[src/rtl/rc6_sched_pkg.sv]
`default_nettype none
// ============================================================================
// Module      : rc6_sched_pkg
// Description : Shared types and constants for the RC6 block sequencer:
//               FSM state encoding, block width and default core timing.
// Revision    : 1.0 - initial release
// ============================================================================
package rc6_sched_pkg;

  // RC6-32/20 operates on fixed 128-bit blocks.
  localparam int c_blk_w    = 128;
  // Cycles from core din strobe to core done strobe.
  localparam int c_core_lat = 19;
  // Watchdog limit in cycles after the din strobe.
  localparam int c_tmo      = 32;

  typedef enum logic [2:0] {
    ST_IDLE  = 3'd0,
    ST_LOAD  = 3'd1,
    ST_ISSUE = 3'd2,
    ST_RUN   = 3'd3,
    ST_OUT   = 3'd4
  } state_t;

endpackage
`default_nettype wire

[src/rtl/rc6_cbc_chain.sv]
`default_nettype none
// ============================================================================
// Module      : rc6_cbc_chain
// Description : ECB/CBC chaining for the RC6 block sequencer. Holds the
//               chaining value and the saved ciphertext for CBC decrypt,
//               and provides the pre-core and post-core XOR muxes.
// Ports       : i_clk, i_rst_n     - clock, async active-low reset
//               i_cbc, i_enc       - frame mode (latched by the parent)
//               i_load_iv, i_iv    - load IV into the chain at frame start
//               i_in_acc, i_in_data- accepted input block
//               i_cap, i_dout      - captured core result
//               o_pre              - block to present to the core
//               o_post             - block to present on the output stream
// Revision    : 1.0 - initial release
// ============================================================================
module rc6_cbc_chain
  import rc6_sched_pkg::*;
#(
  parameter int BLK_W = c_blk_w
) (
  input  logic             i_clk,
  input  logic             i_rst_n,
  input  logic             i_cbc,
  input  logic             i_enc,
  input  logic             i_load_iv,
  input  logic [BLK_W-1:0] i_iv,
  input  logic             i_in_acc,
  input  logic [BLK_W-1:0] i_in_data,
  input  logic             i_cap,
  input  logic [BLK_W-1:0] i_dout,
  output logic [BLK_W-1:0] o_pre,
  output logic [BLK_W-1:0] o_post
);

  logic [BLK_W-1:0] r_chain;
  logic [BLK_W-1:0] r_prev;
  logic             w_cbc_enc;
  logic             w_cbc_dec;

  assign w_cbc_enc = i_cbc & i_enc;
  assign w_cbc_dec = i_cbc & ~i_enc;

  // Encrypt whitens the plaintext before the core; decrypt unwhitens after.
  assign o_pre  = w_cbc_enc ? (i_in_data ^ r_chain) : i_in_data;
  assign o_post = w_cbc_dec ? (i_dout ^ r_chain) : i_dout;

  always_ff @(posedge i_clk or negedge i_rst_n) begin
    if (!i_rst_n) begin
      r_chain <= '0;
      r_prev  <= '0;
    end else begin
      // IV load (IDLE) and result capture (RUN) are mutually exclusive.
      if (i_load_iv) begin
        r_chain <= i_iv;
      end else if (i_cap) begin
        // Next chaining value is always the ciphertext of this block:
        // the core output when encrypting, the saved input when decrypting.
        r_chain <= i_enc ? i_dout : r_prev;
      end
      if (i_in_acc && w_cbc_dec) begin
        r_prev <= i_in_data;
      end
    end
  end

endmodule
`default_nettype wire

[src/rtl/rc6_blk_sched.sv]
`default_nettype none
// ============================================================================
// Module      : rc6_blk_sched
// Description : Block sequencer for the iterative RC6 round datapath.
//               Accepts a frame of blocks on a valid/ready stream, issues
//               them one at a time to the core, applies ECB/CBC chaining,
//               and returns results on an output valid/ready stream.
//               A watchdog aborts the frame if the core never answers.
// Ports       : i_clk, i_rst_n                 - clock, async active-low reset
//               i_start/i_enc/i_cbc/i_iv/i_blk_cnt - frame setup (IDLE only)
//               i_abort                        - synchronous abort
//               i_s_data/i_s_valid/o_s_ready   - input block stream
//               o_m_data/o_m_valid/i_m_ready   - output block stream
//               o_core_din/o_core_din_en/o_core_flag - core request
//               i_core_dout/i_core_dout_en     - core response
//               o_busy, o_done, o_err          - status
// Revision    : 1.0 - initial release
// ============================================================================
module rc6_blk_sched
  import rc6_sched_pkg::*;
#(
  parameter int BLK_W    = c_blk_w,
  parameter int CORE_LAT = c_core_lat,
  parameter int TMO      = c_tmo,
  parameter int CNT_W    = 16
) (
  input  logic             i_clk,
  input  logic             i_rst_n,
  input  logic             i_start,
  input  logic             i_enc,
  input  logic             i_cbc,
  input  logic [BLK_W-1:0] i_iv,
  input  logic [CNT_W-1:0] i_blk_cnt,
  input  logic             i_abort,
  input  logic [BLK_W-1:0] i_s_data,
  input  logic             i_s_valid,
  output logic             o_s_ready,
  output logic [BLK_W-1:0] o_m_data,
  output logic             o_m_valid,
  input  logic             i_m_ready,
  output logic [BLK_W-1:0] o_core_din,
  output logic             o_core_din_en,
  output logic             o_core_flag,
  input  logic [BLK_W-1:0] i_core_dout,
  input  logic             i_core_dout_en,
  output logic             o_busy,
  output logic             o_done,
  output logic             o_err
);

  // A watchdog shorter than the core latency would kill every block.
  localparam int c_tmo_eff = (TMO > CORE_LAT) ? TMO : CORE_LAT + 1;
  localparam int c_tmr_w   = $clog2(c_tmo_eff);
  localparam logic [c_tmr_w-1:0] c_tmr_last = c_tmr_w'(c_tmo_eff - 1);

  state_t             r_state;
  state_t             w_state_nxt;
  logic               r_enc;
  logic               r_cbc;
  logic [CNT_W-1:0]   r_rem;
  logic [c_tmr_w-1:0] r_timer;
  logic               r_s_ready;
  logic               r_m_valid;
  logic               r_din_en;
  logic               r_done;
  logic               r_err;
  logic [BLK_W-1:0]   r_core_din;
  logic [BLK_W-1:0]   r_m_data;

  logic               w_s_ready_nxt;
  logic               w_m_valid_nxt;
  logic               w_din_en_nxt;
  logic               w_done_nxt;
  logic               w_err_nxt;
  logic               w_start;
  logic               w_in_hs;
  logic               w_out_hs;
  logic               w_cap;
  logic               w_tmo;
  logic [BLK_W-1:0]   w_pre;
  logic [BLK_W-1:0]   w_post;

  assign w_start  = (r_state == ST_IDLE) & i_start & ~i_abort;
  assign w_in_hs  = r_s_ready & i_s_valid;
  assign w_out_hs = r_m_valid & i_m_ready;
  assign w_cap    = (r_state == ST_RUN) & i_core_dout_en & ~i_abort;
  assign w_tmo    = (r_state == ST_RUN) & ~i_core_dout_en & ~i_abort
                    & (r_timer == c_tmr_last);

  rc6_cbc_chain #(
    .BLK_W (BLK_W)
  ) u_chain (
    .i_clk     (i_clk),
    .i_rst_n   (i_rst_n),
    .i_cbc     (r_cbc),
    .i_enc     (r_enc),
    .i_load_iv (w_start),
    .i_iv      (i_iv),
    .i_in_acc  (w_in_hs),
    .i_in_data (i_s_data),
    .i_cap     (w_cap),
    .i_dout    (i_core_dout),
    .o_pre     (w_pre),
    .o_post    (w_post)
  );

  always_ff @(posedge i_clk or negedge i_rst_n) begin
    if (!i_rst_n) begin
      r_state <= ST_IDLE;
    end else begin
      r_state <= w_state_nxt;
    end
  end

  always_comb begin
    w_state_nxt   = r_state;
    w_s_ready_nxt = 1'b0;
    w_din_en_nxt  = 1'b0;
    w_m_valid_nxt = r_m_valid;
    w_done_nxt    = 1'b0;
    case (r_state)
      ST_IDLE: begin
        if (i_start) begin
          if (i_blk_cnt == '0) begin
            w_done_nxt = 1'b1;
          end else begin
            w_state_nxt = ST_LOAD;
          end
        end
      end
      ST_LOAD: begin
        // Ready rises one cycle after entering LOAD and drops on handshake.
        if (w_in_hs) begin
          w_din_en_nxt = 1'b1;
          w_state_nxt  = ST_ISSUE;
        end else begin
          w_s_ready_nxt = 1'b1;
        end
      end
      ST_ISSUE: begin
        w_state_nxt = ST_RUN;
      end
      ST_RUN: begin
        if (i_core_dout_en) begin
          w_m_valid_nxt = 1'b1;
          w_state_nxt   = ST_OUT;
        end else if (r_timer == c_tmr_last) begin
          w_done_nxt  = 1'b1;
          w_state_nxt = ST_IDLE;
        end
      end
      ST_OUT: begin
        if (w_out_hs) begin
          w_m_valid_nxt = 1'b0;
          if (r_rem == CNT_W'(1)) begin
            w_done_nxt  = 1'b1;
            w_state_nxt = ST_IDLE;
          end else begin
            w_state_nxt = ST_LOAD;
          end
        end
      end
      default: begin
        w_state_nxt = ST_IDLE;
      end
    endcase
    if (i_abort) begin
      w_state_nxt   = ST_IDLE;
      w_s_ready_nxt = 1'b0;
      w_din_en_nxt  = 1'b0;
      w_m_valid_nxt = 1'b0;
      w_done_nxt    = 1'b0;
    end
  end

  // Sticky error: cleared by a new frame, set by timeout or by a core done
  // strobe that arrives when nothing is outstanding.
  always_comb begin
    w_err_nxt = r_err;
    if (w_start) begin
      w_err_nxt = 1'b0;
    end
    if (w_tmo || (i_core_dout_en && (r_state != ST_RUN))) begin
      w_err_nxt = 1'b1;
    end
  end

  always_ff @(posedge i_clk or negedge i_rst_n) begin
    if (!i_rst_n) begin
      r_enc      <= 1'b0;
      r_cbc      <= 1'b0;
      r_rem      <= '0;
      r_timer    <= '0;
      r_s_ready  <= 1'b0;
      r_m_valid  <= 1'b0;
      r_din_en   <= 1'b0;
      r_done     <= 1'b0;
      r_err      <= 1'b0;
      r_core_din <= '0;
      r_m_data   <= '0;
    end else begin
      r_s_ready <= w_s_ready_nxt;
      r_m_valid <= w_m_valid_nxt;
      r_din_en  <= w_din_en_nxt;
      r_done    <= w_done_nxt;
      r_err     <= w_err_nxt;
      if (w_start) begin
        r_enc <= i_enc;
        r_cbc <= i_cbc;
        r_rem <= i_blk_cnt;
      end
      if (w_in_hs) begin
        r_core_din <= w_pre;
      end
      if (r_state == ST_ISSUE) begin
        r_timer <= '0;
      end else if (r_state == ST_RUN) begin
        r_timer <= r_timer + c_tmr_w'(1);
      end
      if (w_cap) begin
        r_m_data <= w_post;
      end
      if (w_out_hs && !i_abort && (r_rem != '0)) begin
        r_rem <= r_rem - CNT_W'(1);
      end
    end
  end

  assign o_s_ready     = r_s_ready;
  assign o_m_data      = r_m_data;
  assign o_m_valid     = r_m_valid;
  assign o_core_din    = r_core_din;
  assign o_core_din_en = r_din_en;
  assign o_core_flag   = r_enc;
  assign o_busy        = (r_state != ST_IDLE);
  assign o_done        = r_done;
  assign o_err         = r_err;

endmodule
`default_nettype wire

[config.mk]
export PLATFORM = sky130hd
export DESIGN_NAME = rc6_blk_sched
export DESIGN_NICKNAME = d
export VERILOG_FILES = /design/src/rtl/rc6_sched_pkg.sv /design/src/rtl/rc6_cbc_chain.sv /design/src/rtl/rc6_blk_sched.sv
export SDC_FILE = /design/constraint.sdc
export NUM_CORES = 1
export LEC_CHECK = 0
export CAP_MARGIN = 5
export CORE_AREA = 4 4 257 259
export CTS_BUF_LIST = sky130_fd_sc_hd__clkbuf_8
export CTS_CLUSTER_DIAMETER = 30
export CTS_CLUSTER_SIZE = 14
export DETAILED_ROUTE_END_ITERATION = 10
export DIE_AREA = 0 0 261 263
export GPL_TIMING_DRIVEN = 0
export HOLD_SLACK_MARGIN = 0.05
export PLACE_DENSITY = 0.67
export SYNTH_ARGS = -nofsm -noshare
export SYNTH_HDL_FRONTEND = slang
export SYNTH_SLANG_ARGS = --single-unit
[constraint.sdc]
create_clock -name i_clk -period 2.5 [get_ports i_clk]
set_input_delay 0.5 -clock i_clk [delete_from_list [all_inputs] [get_ports i_clk]]
set_output_delay 0.5 -clock i_clk [all_outputs]
set_load 0.02 [all_outputs]
After elaboration in Yosys (flattened, before gate mapping). Cells that the tools add are included. Widths: inputs -> output; s select.

Logic and storage cells: 100. Output and inout port bits: 263. Input bits: 409. Register bits after elaboration: 543.

Add/subtract/negate cells: 2. Bitwise logic cells: 16. Reduce and logical (&&, ||, !) cells: 17. Equality and inequality tests: 13. Muxes and demuxes: 38.

Operator list (count): $mux 128 (5); $xor 128x128->128 (2); $mux 16 (2); $mux 3 (7); $mux 1 (19); $eq 16x1->1 const B (1); $logic_not 16->1 (1); $reduce_bool 16->1 (1); $sub 16x1->16 const B (1); $pmux 3 s5 (1); $ne 3x3->1 const B (4); $and 1x1->1 (11); $mux 5 (2); $reduce_bool 2->1 (4); $eq 3x2->1 const B (2); $ne 3x2->1 const B (2); $reduce_bool 3->1 (2); $add 5x1->5 const B (1); $eq 5x5->1 const B (1); $reduce_and 5->1 (1); $logic_and 1x1->1 (4); $ne 4x3->1 const B (1); $eq 3x1->1 const B (1); $eq 3x3->1 const B (1); other kinds (7) (9).

Logic depth before layout (Yosys ltp).
Depth after elaboration: 6. Depth in mapped cells: 9. Gate-level depth less buffers: 8.

Cells and area by module. A second synthesis with hierarchy kept.

Cells, all modules: 2303. Area, all modules: 28086.9 um2.

Modules (own cells, without submodules): rc6_cbc_chain (sequential area each 6406.1 um2, area an instance 16766.1 um2, times used 1, cells an instance 1552); rc6_blk_sched (sequential area each 7181.9 um2, area an instance 11320.9 um2, times used 1, cells an instance 751).

Worst setup path before layout. No wires, ideal clock.

Path kind: reg2reg. From: register r_rem[0]. To: register r_rem[14]. Buffers on the path: 1. Library setup time: 0.123 ns. Clock period less this slack: 1.890 ns. Data required time: 2.377 ns. Data arrival time: 1.768 ns. Setup slack: 0.610 ns. Stages on the path, launching flop included: 8. Cell sequence: dfrtp_1 inv_1 ha_1 or4b_1 buf_2 o21ai_4 nand2_4 o221a_2.

Longest elaborated chain between the ends: 3. Elaborated cells between the ends (all ways): 5. Those cells by class: add/sub (1); mux (1); reduce/logical (3).

RTL lines: start: declaration (RTL line rc6_blk_sched.sv:60) `logic [CNT_W-1:0] r_rem;`; start signal: assignment (RTL line rc6_blk_sched.sv:210) `r_rem <= i_blk_cnt;`; start signal: assignment (RTL line rc6_blk_sched.sv:224) `r_rem <= r_rem - CNT_W'(1);`; branches (longest 3 deep; another with $sub 16x1->16).

Parallel ways; which one is timed is not known. A chain may end at the register's enable or synchronous reset.

Worst setup path in the final report.
From: register r_state[0]. To: output port o_busy.

Longest elaborated chain between the ends: 1.

RTL lines: start: declaration (RTL line rc6_blk_sched.sv:56) `state_t r_state;`; start signal: assignment (RTL line rc6_blk_sched.sv:111) `r_state <= w_state_nxt;`; $reduce_bool 3->1 (RTL line rc6_blk_sched.sv:235) `assign o_busy = (r_state != ST_IDLE);`; end: declaration (RTL line rc6_blk_sched.sv:46) `output logic o_busy,`.

No other way between the ends.

==> impl_metrics.env <==
export IMPL_finalHoldWorstSlack_ns=0.344
export IMPL_yosysSeqAreaShare_pct=53.2
export IMPL_io_pins=672
export IMPL_final_nets=3641
export IMPL_critPathBufInv=2
export IMPL_synthFlopType="dfrtp_1"
export IMPL_gp_routability_congestion=0.907
export IMPL_rrSetupSlack_ns=0.11
export IMPL_gr_total_overflow=0
export IMPL_cp_end_kind="output pin"
export IMPL_skew_ns=0.0351
export IMPL_drtPass1Iterations=5
export IMPL_cp_start_kind="register"
export IMPL_dp_cells=3958
export IMPL_drtIter0Drc=1478
export IMPL_finalNonFillerCells=4209
export IMPL_power_density_nw_per_um2=1220
export IMPL_yosys_area_top_type="dfrtp_1"
export IMPL_syn_area_um2=25500
export IMPL_vias=22417
export IMPL_leakage_nw=15.8
export IMPL_crit_chain="clkbuf_8 > or3_1 > buf_4"
export IMPL_max_cap_violations=0
export IMPL_syn_avg_cell_area_um2=10.5
export IMPL_worstPathArrival_ns=1.90
export IMPL_syn_instance_count=2428
export IMPL_synth_area_leaders="dfrtp_1, xor2_1, nand2_1, mux2_2, a221o_1"
export IMPL_clockRootBuffer="clkbuf_8"
export IMPL_path_class="reg2out"
export IMPL_layout_drive_gt1_share_pct=14.3
export IMPL_insertion_delay_ns=0.72
export IMPL_fin_area_um2=36600
export IMPL_numPortBuffers=670
export IMPL_max_stage_delay_ns=0.46
export IMPL_worstPathRequired_ns=2.00
export IMPL_cts_max_path_buffers=3
export IMPL_antenna_found_initial=28
export IMPL_max_freq_mhz=417
export IMPL_fin_crit_sh_pct=95.9
export IMPL_status="finished, final reports clean"
export IMPL_peakVddDrop_uv=723
export IMPL_path_max_fanout=6
export IMPL_start_util_pct=40.0
export IMPL_chipHeight_um=263
export IMPL_final_core_util_pct=57.2
export IMPL_relSlewSlack_pct=34.4
export IMPL_tightest_slew_ns=0.984
export IMPL_postRouteAntennaNets=0
export IMPL_numCtsBuffers=120
export IMPL_syn2layout_area_growth_pct=43.1
export IMPL_grt_total_usage_pct=28.4
export IMPL_synthDominantCellAreaShare_pct=53.2
export IMPL_setup_violations=0
export IMPL_synth_fp_nets=2842
export IMPL_post_route_drc_count=0
export IMPL_yosysUniqueCellTypes=63
export IMPL_totalWireLength_mm=100
export IMPL_vias_per_cell=5.33
export IMPL_grt_first_pass_wirelength_mm=149
export IMPL_rsz0062_at_grt="false"
export IMPL_crit_path_top_delay_cell="dfrtp_2"
export IMPL_dieArea_um2=68600
export IMPL_rows=93
export IMPL_coreArea_um2=63900
export IMPL_cts_tree="yes"
export IMPL_grt_pass1_vias=23885
export IMPL_cts_max_level=3
export IMPL_post_dp_hpwl_mm=74.3
export IMPL_cp_top_family="flip-flops"
export IMPL_hold_violations=0
export IMPL_placed_area_um2=33500
export IMPL_clkSinkCount=543
export IMPL_fill_cells=5455
export IMPL_wl_per_cell_um=23.8
export IMPL_yosysWarningCount=0
export IMPL_ys_ff_latch=543
export IMPL_path_clk_slew_ns=0.06
export IMPL_drv_slew=0
export IMPL_post_route_min_period_ns=2.40
export IMPL_hold_path_class="in2async"
export IMPL_die_w_um=261
export IMPL_synth_edf_count=0
export IMPL_grt_max_degree=121
export IMPL_synthArstFlopShare_pct=100
cells in the mapped netlist (3+ instances only):
library cell and n:
nand2_1 534, a21oi_1 8, buf_6 3, o21ai_1 9
inv_1 6, o21ai_0 256, ha_1 5, nand3_1 16
dfrtp_1 543, xor2_1 256, nor3_1 11, buf_2 61
mux2i_1 128, clkbuf_1 86, o2111ai_1 3, a221o_1 130
nor4_4 3, o211ai_1 17, buf_4 13, a211oi_1 4
and4_1 3, nor2_1 141, nand3b_1 5, nor4_1 6
buf_1 3, mux2_2 128, and3_1 5, and2_1 3
area by class of cell:
class                      instances  area [um2]  area share (%)
sequential                       543       13600            37.2
multi-input combinational       1713       11200            30.6
buffer                           165         823            2.25
antenna                           22        55.1           0.151
timing repair buffer             678        6870            18.8
clock inverter                    82         961            2.63
clock buffer                     145        2000            5.46
inverter                           6        22.5          0.0616
tap                              855        1070            2.93
worst register-to-register path: cells and delay by family, from the launching register on:
kind | cells | cell delay (ns)
and+or+nand+nor | 3 | 0.64
DFF | 1 | 0.39
AOI/OAI and AO/OA | 2 | 0.48
buffers and inverters | 3 | 0.75
worst paths after layout:
check / endpoint / depth (start not counted) / startpoint
worst max-delay path: o_busy / 3 / r_state[0]$_DFFE_PN0P_
min in group i_clk: o_core_flag$_DFFE_PN0P_ / 3 / i_enc
max in group asynchronous: u_chain.r_chain[52]$_DFFE_PN0P_ / 5 / i_rst_n
worst max register to register: u_chain.r_chain[50]$_DFFE_PN0P_ / 8 / r_state[1]$_DFFE_PN0P_
worst min-delay path: o_m_data[98]$_DFFE_PN0P_ / 2 / i_rst_n
worst min register to register: o_m_data[114]$_DFFE_PN0P_ / 2 / o_m_data[114]$_DFFE_PN0P_
registers in the layout, summed over array words and instances, names as in the netlist:
register         count
r_timer              5
o_m_valid            1
r_rem               16
u_chain.r_prev     128
o_core_din         128
o_s_ready            1
u_chain.r_chain    128
r_state              3
o_m_data           128
r_cbc                1
o_core_flag          1
o_err                1
o_done               1
o_core_din_en        1
cell families after synthesis:
| group | share of synthesized area, % |
|---|---|
| AO/OA/AOI/OAI | 12.0 |
| XOR/XNOR | 8.78 |
| AND/OR/NAND/NOR | 12.1 |
| flip-flops | 53.2 |
| buffers and inverters | 3.11 |
| multiplexers | 10.7 |
| adder cells (fa/ha/maj) | 0.245 |
metrics by stage:
step / total power [mW] / setup TNS (ns) / worst slack (ns)
6_report: 44.7 / 0 / 0.102
5_1_grt: 47.1 / 0 / 0.00231
4_1_cts: 44.9 / 0 / 0.00695
3_5_place_dp: 32.9 / -346.71 / -1.78
3_3_place_gp: 32.5 / - / -23.66
2_1_floorplan: 24.6 / 0 / 0.610
metal layers:
layer | part of all wire, % | track usage [%] | vias to the layer above
li1 | - | - | 10015
met1 | 39 | 34.3 | 11243
met2 | 49 | 47.4 | 924
met3 | 7.7 | 7.73 | 217
met4 | 4.0 | 12.7 | 18
met5 | 0.14 | 0 | -
cell usage in the layout, fill, tap and decap left out, types with 4 or more instances in the layout:
master           synthesis  final
clkinv_2                 0     23
clkinvlp_4               0     17
buf_4                   13     16
o21ai_1                  9      9
nand3b_1                 5      5
buf_16                   0      5
clkbuf_1                86     58
clkdlybuf4s50_1          0    668
nand3_1                 16     16
dfrtp_1                543    542
a21oi_1                  8      8
buf_2                   61     61
xor2_1                 256    256
mux2_2                 128    128
bufinv_16                0     18
and3_1                   5      5
buf_6                    3      4
nor2_1                 141    141
o21ai_0                256    256
inv_1                    6     18
a221o_1                130    130
mux2i_1                128    128
clkbuf_8                 0    146
clkbuf_2                 0     25
a211oi_1                 4      4
nor3_1                  11     11
nor4_1                   6      6
diode_2                  0     22
clkinv_4                 0      5
nand2_1                534    533
ha_1                     5      5
o211ai_1                17     17
what timing repair did:
action | CTS | global route
gates resized for setup | 35 | 17
setup endpoints to repair | 475 | 110
hold endpoints to repair | 70 | 0
setup buffers | 1 | 0
pin swaps | 0 | 0
gates cloned | 0 | 0
hold buffers | 2 | 0
report_power, final:
part	total [mW]	internal (mW)	switching, mW
clock	11.8	7.24	4.59
combinational	17.2	7.97	9.22
sequential	15.7	12.8	2.89
No activity file was read; power rests on OpenSTA's default activity.
